`config.mk`:
```
export PLATFORM = sky130hd
export DESIGN_NAME = instr_fetch_stage
export DESIGN_NICKNAME = d
export VERILOG_FILES = /design/src/rtl/cpu_pkg.sv /design/src/rtl/pc_reg.sv /design/src/rtl/instr_fetch_stage.sv
export SDC_FILE = /design/constraint.sdc
export NUM_CORES = 1
export LEC_CHECK = 0
export CAP_MARGIN = 20
export CORE_UTILIZATION = 43
export DETAILED_ROUTE_END_ITERATION = 7
export GPL_TIMING_DRIVEN = 0
export HOLD_SLACK_MARGIN = 0.1
export PLACE_DENSITY = 0.9
export SKIP_LAST_GASP = 1
export SLEW_MARGIN = 20
export SYNTH_ARGS = -nofsm -noshare
export SYNTH_HDL_FRONTEND = slang
export SYNTH_HIERARCHICAL = 1
export SYNTH_SLANG_ARGS = --single-unit
```
`constraint.sdc`:
```
create_clock -name clk -period 2.72 [get_ports clk]
set_input_delay 0.816 -clock clk [delete_from_list [all_inputs] [get_ports clk]]
set_output_delay 0.816 -clock clk [all_outputs]
set_load 0.05 [all_outputs]
```
`src/rtl/cpu_pkg.sv`:
```
// Shared CPU front-end definitions: fetch FSM states, opcode-field constants
// and the HLT decode helper used by fetch, selector controller and decoder.
package cpu_pkg;

  typedef enum logic [1:0] {
    FETCH = 2'd0,
    HOLD  = 2'd1,
    HALT  = 2'd2
  } fetch_state_t;

  localparam logic [1:0] OPC_ALU = 2'b11;
  localparam logic [1:0] OPC_BR  = 2'b10;
  localparam logic [1:0] OPC_LD  = 2'b00;
  localparam logic [1:0] OPC_ST  = 2'b01;

  localparam logic [3:0] HLT_OP3_DEFAULT = 4'b1111;

  // HLT is an ALU-class word whose op3 field carries the halt code.
  function automatic logic is_hlt(input logic [15:0] op,
                                  input logic [3:0]  op3 = HLT_OP3_DEFAULT);
    return (op[15:14] == OPC_ALU) && (op[7:4] == op3);
  endfunction

endpackage

```
`src/rtl/pc_reg.sv`:
```
// Program counter register: reset, load (redirect) and increment, with load
// taking priority over increment. Increment wraps modulo 2^ADDR_W.
module pc_reg #(
  parameter int              ADDR_W   = 16,
  parameter logic [ADDR_W-1:0] RESET_PC = '0
) (
  input  logic              clk,
  input  logic              rst_n,
  input  logic              load,
  input  logic [ADDR_W-1:0] load_val,
  input  logic              inc,
  output logic [ADDR_W-1:0] pc
);

  always_ff @(posedge clk) begin
    if (!rst_n) begin
      pc <= RESET_PC;
    end else if (load) begin
      pc <= load_val;
    end else if (inc) begin
      pc <= pc + ADDR_W'(1);
    end
  end

endmodule

```
`src/rtl/instr_fetch_stage.sv`:
```
// Instruction fetch stage: PC, imem read handshake, instruction register with
// valid/ready output, branch redirect and HLT/resume. Optional performance
// counters are enabled with the IF_PERF_CNT_EN macro.
module instr_fetch_stage
  import cpu_pkg::*;
#(
  parameter int                ADDR_W   = 16,
  parameter logic [ADDR_W-1:0] RESET_PC = '0,
  parameter logic [3:0]        HLT_OP3  = HLT_OP3_DEFAULT
) (
  input  logic              clk,
  input  logic              rst_n,
  output logic              imem_req,
  output logic [ADDR_W-1:0] imem_addr,
  input  logic              imem_ack,
  input  logic [15:0]       imem_rdata,
  output logic [15:0]       op,
  output logic [ADDR_W-1:0] op_pc,
  output logic              op_valid,
  input  logic              op_ready,
  input  logic              br_taken,
  input  logic [ADDR_W-1:0] br_target,
  input  logic              resume,
  output logic              halted
`ifdef IF_PERF_CNT_EN
  ,
  output logic [31:0]       fetch_cnt,
  output logic [31:0]       stall_cnt
`endif
);

  fetch_state_t      state_q, state_d;
  logic [ADDR_W-1:0] pc;
  logic              pc_load, pc_inc, op_load, vld_clr;

  pc_reg #(
    .ADDR_W   (ADDR_W),
    .RESET_PC (RESET_PC)
  ) u_pc_reg (
    .clk      (clk),
    .rst_n    (rst_n),
    .load     (pc_load),
    .load_val (br_target),
    .inc      (pc_inc),
    .pc       (pc)
  );

  assign imem_req  = (state_q == FETCH);
  assign imem_addr = pc;
  assign halted    = (state_q == HALT);

  always_ff @(posedge clk) begin
    if (!rst_n) begin
      state_q <= FETCH;
    end else begin
      state_q <= state_d;
    end
  end

  // Redirect outranks ack/ready in FETCH and HOLD; HALT only listens to resume.
  always_comb begin
    state_d = state_q;
    pc_load = 1'b0;
    pc_inc  = 1'b0;
    op_load = 1'b0;
    vld_clr = 1'b0;
    case (state_q)
      FETCH: begin
        if (br_taken) begin
          pc_load = 1'b1;
        end else if (imem_ack) begin
          op_load = 1'b1;
          pc_inc  = 1'b1;
          state_d = HOLD;
        end
      end
      HOLD: begin
        if (br_taken) begin
          pc_load = 1'b1;
          vld_clr = 1'b1;
          state_d = FETCH;
        end else if (op_ready) begin
          vld_clr = 1'b1;
          state_d = is_hlt(op, HLT_OP3) ? HALT : FETCH;
        end
      end
      HALT: begin
        if (resume) begin
          state_d = FETCH;
        end
      end
      default: state_d = FETCH;
    endcase
  end

  always_ff @(posedge clk) begin
    if (!rst_n) begin
      op       <= 16'h0000;
      op_pc    <= '0;
      op_valid <= 1'b0;
    end else if (op_load) begin
      op       <= imem_rdata;
      op_pc    <= pc;
      op_valid <= 1'b1;
    end else if (vld_clr) begin
      op_valid <= 1'b0;
    end
  end

`ifdef IF_PERF_CNT_EN
  logic stall_inc;
  // Nothing increments in HALT, so the counters freeze there naturally.
  assign stall_inc = ((state_q == FETCH) && !imem_ack) ||
                     ((state_q == HOLD)  && !op_ready);

  always_ff @(posedge clk) begin
    if (!rst_n) begin
      fetch_cnt <= '0;
      stall_cnt <= '0;
    end else begin
      if (op_load && (fetch_cnt != 32'hFFFF_FFFF)) begin
        fetch_cnt <= fetch_cnt + 32'd1;
      end
      if (stall_inc && (stall_cnt != 32'hFFFF_FFFF)) begin
        stall_cnt <= stall_cnt + 32'd1;
      end
    end
  end
`endif

endmodule

```
==> results of run 1 <==
layer usage:
metal / wire length (microns) / part of all wire (%) / GRT usage (%) / up-vias
met5: 0 / 0 / 0 / -
met4: 123 / 1.9 / 8.39 / 0
met3: 410 / 6.3 / 5.69 / 14
met2: 3190 / 49 / 39.3 / 81
met1: 2760 / 43 / 32.2 / 1072
li1: - / - / - / 1098
report_power, final:
part           internal [uW]  leakage [uW]  switching [uW]  total, uW
clock network            270     0.0000513             235        505
registers                784      0.000418            47.4        831
logic                    154      0.000750             231        385
total                   1210       0.00122             514       1720
path summary, 6_finish.rpt:
check	startpoint	endpoint	slack [ns]	depth (start not counted)
worst max register to register	state_q[0]$_SDFFE_PN0P_	u_pc_reg/pc[12]$_SDFFE_PN0P_	0.68	8
worst min-delay path	op_pc[15]$_SDFFE_PN0P_	op_pc[15]$_SDFFE_PN0P_	0.46	2
worst min register to register	op_pc[15]$_SDFFE_PN0P_	op_pc[15]$_SDFFE_PN0P_	0.46	2
worst max-delay path	imem_ack	u_pc_reg/pc[12]$_SDFFE_PN0P_	0.11	9
critical path, stage by stage:
cell and delay, ns:
clkdlybuf4s50_1 0.51, nor4b_4 0.23, buf_4 0.22, buf_6 0.15, nand4_4 0.13, buf_12 0.19, nor4_4 0.28, xnor2_1 0.15
a21oi_1 0.09
through the flow:
| stage | std cells | util, % | instance area (sq um) | hold WS [ns] |
|---|---|---|---|---|
| after global routing | 422 | 68.7 | 3350 | 0.483 |
| after global placement | 415 | 65.9 | 3220 | 0.440 |
| after floorplan | 260 | - | 2250 | 0.492 |
| after detailed placement | 415 | 65.9 | 3220 | 0.452 |
| after CTS | 423 | 68.3 | 3330 | 0.464 |
| final | 422 | 68.7 | 3350 | 0.463 |
repair_timing:
action / CTS / global route
pin swaps: 1 / 0
buffers inserted: 1 / 0
endpoints found under the setup margin: 9 / 9
resized for setup: 2 / 4
hold buffers: 0 / 0
cells by family after synthesis:
kind of cell	after synthesis	synth area share (%)
DFF	51	45.3
muxes	1	0.444
buffers and inverters	25	6.56
and+or+nand+nor	102	25.4
AOI/OAI and AO/OA	65	15.9
adders and majority gates	1	0.555
xor gates and xnor gates	15	5.83
synthesized netlist by cell type:
library cell,number
xnor2_1,12
nor4_4,2
nor2_1,4
a21oi_1,13
nand4_1,6
o21ai_1,2
o211a_1,5
nor4b_2,1
ha_1,1
dfxtp_1,51
a211oi_1,1
buf_4,3
clkbuf_1,8
o21ai_0,42
nand2_1,41
mux2i_1,1
nor4_2,4
nand3_1,35
buf_2,4
buf_6,5
nand3b_1,1
nand4_4,2
o31ai_1,1
o211ai_1,1
nor3_1,4
nor2b_1,2
inv_1,5
xor2_1,3
area by class of cell:
| type | count | share of cell area (%) |
|---|---|---|
| Inverter | 5 | 0.560 |
| Tap cell | 67 | 2.50 |
| Clock buffer | 6 | 2.16 |
| Clock inverter | 1 | 0.896 |
| Sequential cell | 51 | 30.4 |
| Timing Repair Buffer | 89 | 26.5 |
| Buffer | 19 | 3.88 |
| Multi-Input combinational cell | 184 | 33.1 |
==> flow_metrics.tcl, run 1 <==
set metrics [dict create \
    p_leak_uw 0.00122 \
    crit_type "in -> reg" \
    grt_first_pass_wirelength_microns 10400 \
    worstSkewPairLatency_ns 0.30 \
    tns_ns 0 \
    layout-drive-gt1-share_pct 7.61 \
    root_buffer "clkbuf_8" \
    drcViolationCount 0 \
    synthToLayoutAreaGrowth_pct 48.9 \
    num_rows 25 \
    place.port_buffers 88 \
    track_usage_pct 24.5 \
    ys_seq_elements 51 \
    initial_core_util_pct 46.2 \
    ff_latch_area_sq_um 1020 \
    worst-endpoint-required_ns 2.89 \
    grt_pass1_vias 2177 \
    slew_violations 0 \
    fillCellCount 396 \
    final_cell_mix "clkdlybuf4s50_1, dfxtp_1, o21ai_0" \
    num_io_pins 89 \
    place.gp.congestion 0.803 \
    synthCells 260 \
    layout_commonest_cell "clkdlybuf4s50_1" \
    synth_nets 299 \
    drt_wl_total_microns 6490 \
    multi_input_area_sq_um 1110 \
    end_kind "flip-flop" \
    die_w_microns 74.4 \
    yosysWarnings 6 \
    cp_max_fo 11 \
    cts_buffers 5 \
    relSlewSlack_pct 64.7 \
    coreArea_sq_um 4880 \
    worst_slew_pin_slew_ns 0.527 \
    total_power_uw 1720 \
    fin_crit_sh_pct 95.9 \
    synth_top_area_cell "dfxtp_1" \
    critPathLaunchType "primary input" \
    synth.avg_cell_area_sq_um 8.66 \
    drt_iter0_drc 148 \
    firstDrtPassIters 5 \
    cts_max_level 2 \
    wl_per_cell_microns 15.4 \
    fin_crit_ns 2.61 \
    ant_nets 0 \
    final_hold_viol_count 0 \
    grt.overflow.total 0 \
    cts.path.max_buffers 2 \
    setup-violations-final 0 \
    dieArea_sq_um 5530 \
    grt_start_max_net_pins 15 \
    fmax_mhz 383 \
    antenna_cells 0 \
    hp-class "reg -> reg" \
    synth_top_area_share_pct 45.3 \
    synth_cell_type_count 28 \
    rsz0062_at_grt "no" \
    die_h_microns 74.4 \
    dp_hpwl_microns 4660 \
    nNetsFinal 394 \
    yosysSeqAreaShare_pct 45.3 \
    cts_tree "done" \
    fin_ws_ns 0.111 \
    syn_area_sq_um 2250 \
    clock_sinks 51 \
    vias 2265 \
    fin_worst_skew_ns 0.00643 \
    preCtsSetupSlack_ns -0.427 \
    p_per_area_nw_per_um2 513 \
    status "finished clean" \
    crit_arrival_ns 2.77 \
    maxCapViolations 0 \
    yosys-top-cells-area "dfxtp_1, o21ai_0, nand3_1" \
    ir_drop_v 0.000304 \
    path_clk_slew_ns 0.09 \
    post_drt_via_cell_ratio 5.37 \
    antenna_found_initial 0 \
]
Note: power is estimated with default switching activity, not from simulation.
==> run 2: changes to the inputs <==
- CORE_UTILIZATION: 43 -> 60
- DONT_BUFFER_PORTS: unset -> 1
- PLACE_DENSITY: 0.9 -> 0.87
==> flow_metrics.tcl, run 2 (synthesized netlist as in run 1, its figures left out) <==
set metrics [dict create \
    clkPwrFrac_pct 28.3 \
    num_io_pins 89 \
    hp-class "reg -> reg" \
    grt_start_max_net_pins 15 \
    cp_slowest_cell "nor2b_1" \
    p_leak_uw 0.000849 \
    ant_nets 0 \
    synthToLayoutAreaGrowth_pct 6.44 \
    cts_tree "done" \
    root_buffer "clkbuf_8" \
    instances_no_fill 313 \
    grt.overflow.total 0 \
    crit_buf_inv 0 \
    dpl_cell_area_sq_um 2310 \
    wl_per_cell_microns 16.8 \
    p_per_area_nw_per_um2 632 \
    relSlewSlack_pct 34.2 \
    initial_core_util_pct 64.9 \
    cts_setup_buffers 0 \
    ir_drop_v 0.000384 \
    p_sw_uw 483 \
    num_rows 21 \
    cp_max_fo 6 \
    grt_pass1_vias 1746 \
    use_met2_pct 43.7 \
    drt_wl_total_microns 5260 \
    fmax_mhz 425 \
    dp_hpwl_microns 3780 \
    vias 1871 \
    worstSkewPairLatency_ns 0.30 \
    cts.path.max_buffers 2 \
    setup-violations-final 0 \
    p_seq_share_pct 63.6 \
    met3_usage_pct 11.4 \
    critPathLaunchType "flip-flop" \
    fin_worst_skew_ns 0.00383 \
    clock_sinks 51 \
    drcViolationCount 0 \
    busiest_layer "met2" \
    antenna_found_initial 0 \
    crit_arrival_ns 1.54 \
    preCtsSetupSlack_ns 0.0816 \
    final_cell_area_sq_um 2400 \
    worst_slew_pin_slew_ns 0.985 \
    dieArea_sq_um 4000 \
    final_cell_mix "dfxtp_1, o21ai_0, nand2_1" \
    firstDrtPassIters 4 \
    path_clk_slew_ns 0.08 \
    die_w_microns 63.3 \
    grt_use_met1_pct 33.3 \
    layout_commonest_cell "dfxtp_1" \
    grt_first_pass_wirelength_microns 8510 \
    intPower_uw 1030 \
    end_kind "primary output" \
    drt_iter0_drc 143 \
    cts_buffers 5 \
    total_power_uw 1520 \
    path_delay_family "simple AND/OR/NAND/NOR gates" \
    crit_type "reg -> out" \
    status "finished clean" \
    cp_cell_sequence "nor2b_1" \
    p_sw_share_pct 31.9 \
    layout-drive-gt1-share_pct 10.5 \
    post-place-cells 306 \
    cts_max_level 2 \
    post_drt_via_cell_ratio 5.98 \
    die_h_microns 63.3 \
    fin_crit_sh_pct 86.6 \
    slew_violations 0 \
    cts_resized 0 \
    max_stage_delay_ns 0.81 \
    maxCapViolations 0 \
    place.gp.congestion 0.823 \
    fin_crit_ns 2.36 \
    rsz0062_at_grt "no" \
    tns_ns 0 \
    antenna_cells 0 \
    p_comb_share_pct 8.1 \
    cts_hold_buf 0 \
    final_hold_viol_count 0 \
    track_usage_pct 27.5 \
    worst-endpoint-required_ns 1.90 \
    fin_ws_ns 0.365 \
    nNetsFinal 306 \
    place.port_buffers 0 \
    coreArea_sq_um 3470 \
]
run 2: power groups by stage:
stage	sequential, uW	combinational [uW]	clock, uW
final	963	123	429
after global routing	969	139	475
after CTS	963	124	440
after detailed placement	980	123	0
after global placement	978	119	0
after floorplan	965	99.6	0
run 2: final timing paths:
kind | from | to | slack [ns] | cells past startpoint
worst min register to register | state_q[0]$_SDFFE_PN0P_ | state_q[0]$_SDFFE_PN0P_ | 0.56 | 1
worst max register to register | state_q[0]$_SDFFE_PN0P_ | u_pc_reg/pc[12]$_SDFFE_PN0P_ | 0.45 | 9
worst max-delay path | state_q[1]$_SDFFE_PN0P_ | halted | 0.36 | 1
worst min-delay path | state_q[0]$_SDFFE_PN0P_ | state_q[0]$_SDFFE_PN0P_ | 0.56 | 1
run 2: final cells by class:
type,instances,area [sq um]
multi-input combinational,184,1080
fill,303,1070
sequential,51,1020
buffer,20,129
clock buffer,6,82.6
tap,46,57.6
inverter,5,18.8
clock inverter,1,5.00
run 2: layer usage:
metal / part of all wire, % / wire length, microns / vias up
li1: - / - / 918
met1: 41 / 2140 / 853
met2: 48 / 2500 / 89
met3: 10 / 533 / 11
met4: 1.6 / 82 / 0
met5: 0 / 0 / -
run 2: stage by stage:
step           hold WS, ns  util [%]
6_report             0.564      69.1
5_1_grt              0.594      69.1
4_1_cts              0.556      69.1
3_5_place_dp         0.540      66.6
3_3_place_gp         0.521      66.6
2_1_floorplan        0.492         -
==> run 3: changes to the inputs <==
- CORE_UTILIZATION: 60 -> 55
- PLACE_DENSITY: 0.87 -> 0.81
- clock period: 2.72 -> 2.7 ns (I/O delays scaled with it)
==> flow_metrics.tcl, run 3 (synthesized netlist as in run 1, its figures left out) <==
set metrics [dict create \
    ant_nets 0 \
    num_rows 22 \
    drt_iter0_drc 144 \
    relSlewSlack_pct 34.8 \
    track_usage_pct 24.5 \
    grt_start_max_net_pins 16 \
    place.port_buffers 0 \
    worstSkewPairLatency_ns 0.30 \
    min-delay-start "state_q[0]$_SDFFE_PN0P_" \
    setup-violations-final 0 \
    clkPwrFrac_pct 31.8 \
    cts_setup_buffers 0 \
    path_clk_slew_ns 0.09 \
    die_w_microns 66.0 \
    cts_resized 0 \
    num_io_pins 89 \
    drt_wl_total_microns 5170 \
    place.gp.congestion 0.825 \
    end_kind "primary output" \
    r2r_cells 9 \
    fin_crit_sh_pct 87.0 \
    ff2ff_setup_slack_ns 0.45 \
    dp_hpwl_microns 3750 \
    grt_first_pass_wirelength_microns 8050 \
    cts_max_level 2 \
    slew_violations 0 \
    cts_hold_buf 0 \
    wl_met3_microns 536 \
    final_cell_area_sq_um 2420 \
    tns_ns 0 \
    antenna_found_initial 0 \
    wl_met1_microns 2120 \
    drcViolationCount 0 \
    fin_crit_ns 2.35 \
    intPower_uw 1110 \
    post_drt_via_cell_ratio 6.05 \
    vias 1907 \
    p_per_area_nw_per_um2 663 \
    root_buffer "clkbuf_8" \
    crit_arrival_ns 1.54 \
    dieArea_sq_um 4350 \
    p_seq_share_pct 60.5 \
    fin_hold_ws_ns 0.556 \
    final_hold_viol_count 0 \
    die_h_microns 66.0 \
    hp-class "reg -> reg" \
    status "finished clean" \
    highest_layer "met4" \
    fmax_mhz 426 \
    rsz0062_at_grt "no" \
    nNetsFinal 306 \
    firstDrtPassIters 4 \
    regToRegStartpoint "state_q[0]$_SDFFE_PN0P_" \
    layout-drive-gt1-share_pct 10.5 \
    cp_max_fo 6 \
    holdPathEnd "state_q[0]$_SDFFE_PN0P_" \
    cts_tree "done" \
    reg2reg_to "u_pc_reg/pc[14]$_SDFFE_PN0P_" \
    wl_met2_microns 2370 \
    ir_drop_v 0.000379 \
    max_stage_delay_ns 0.81 \
    clock_sinks 51 \
    p_sw_uw 493 \
    crit_buf_inv 0 \
    synthToLayoutAreaGrowth_pct 7.39 \
    layout_commonest_cell "dfxtp_1" \
    coreArea_sq_um 3800 \
    wl_per_cell_microns 16.4 \
    p_comb_share_pct 7.7 \
    critPathLaunchType "flip-flop" \
    total_power_uw 1600 \
    grt.overflow.total 0 \
    cts_buffers 5 \
    path_delay_family "simple AND/OR/NAND/NOR gates" \
    maxCapViolations 0 \
    p_sw_share_pct 30.8 \
    cts.path.max_buffers 2 \
    crit_type "reg -> out" \
    cp_slowest_cell "nor2b_1" \
    p_leak_uw 0.000852 \
    worst_slew_pin_slew_ns 0.976 \
    cp_cell_sequence "nor2b_1" \
    hold_path_depth 1 \
    dpl_cell_area_sq_um 2310 \
    grt_pass1_vias 1691 \
    final_cell_mix "dfxtp_1, o21ai_0, nand2_1" \
    initial_core_util_pct 59.3 \
    fin_worst_skew_ns 0.00923 \
    antenna_cells 0 \
    worst-endpoint-required_ns 1.89 \
]
[run 3: worst reg2reg max path, delay by kind of cell (launching register included)]
kind	cells	cell delay (ns)
flops	1	0.39
simple gates	3	0.70
buf+inv	4	0.80
xor+xnor	1	0.15
compound gates	1	0.08
[run 3: routing by layer]
metal	track usage, %	up-vias
met4	11.2	0
met1	30.4	889
met5	0	-
met3	9.66	17
li1	-	923
met2	37.0	78
[run 3: through the flow]
stage                     cells  util (%)  setup WS [ns]
after floorplan             260         -          0.274
after global placement      308      60.9          0.112
after detailed placement    308      60.9         0.0899
after CTS                   315      63.7          0.348
after global routing        315      63.7          0.269
final                       315      63.7          0.350
[run 3: final cells by class]
class	instances	area [sq um]
Tap cell	48	60.1
Clock buffer	5	68.8
Multi-Input combinational cell	184	1080
Inverter	5	18.8
Clock inverter	2	37.5
Fill cell	337	1380
Sequential cell	51	1020
Buffer	20	129
[run 3: worst max-delay path by stage]
stage | startpoint | end | slack, ns | depth (start not counted)
2_1_floorplan | br_taken | u_pc_reg/pc[12]$_SDFFE_PN0P_ | 0.27 | 9
3_3_place_gp | br_taken | u_pc_reg/pc[11]$_SDFFE_PN0P_ | 0.11 | 9
3_5_place_dp | br_taken | u_pc_reg/pc[12]$_SDFFE_PN0P_ | 0.09 | 9
4_1_cts | state_q[1]$_SDFFE_PN0P_ | halted | 0.35 | 1
5_1_grt | br_taken | u_pc_reg/pc[13]$_SDFFE_PN0P_ | 0.27 | 9
6_report | state_q[1]$_SDFFE_PN0P_ | halted | 0.35 | 1
[run 3: power groups by stage]
stage	clock, uW	combinational (uW)	sequential, uW
finish	510	123	969
global route	554	138	975
CTS	521	123	970
detailed placement	0	122	988
global placement	0	120	987
floorplan	0	100	972
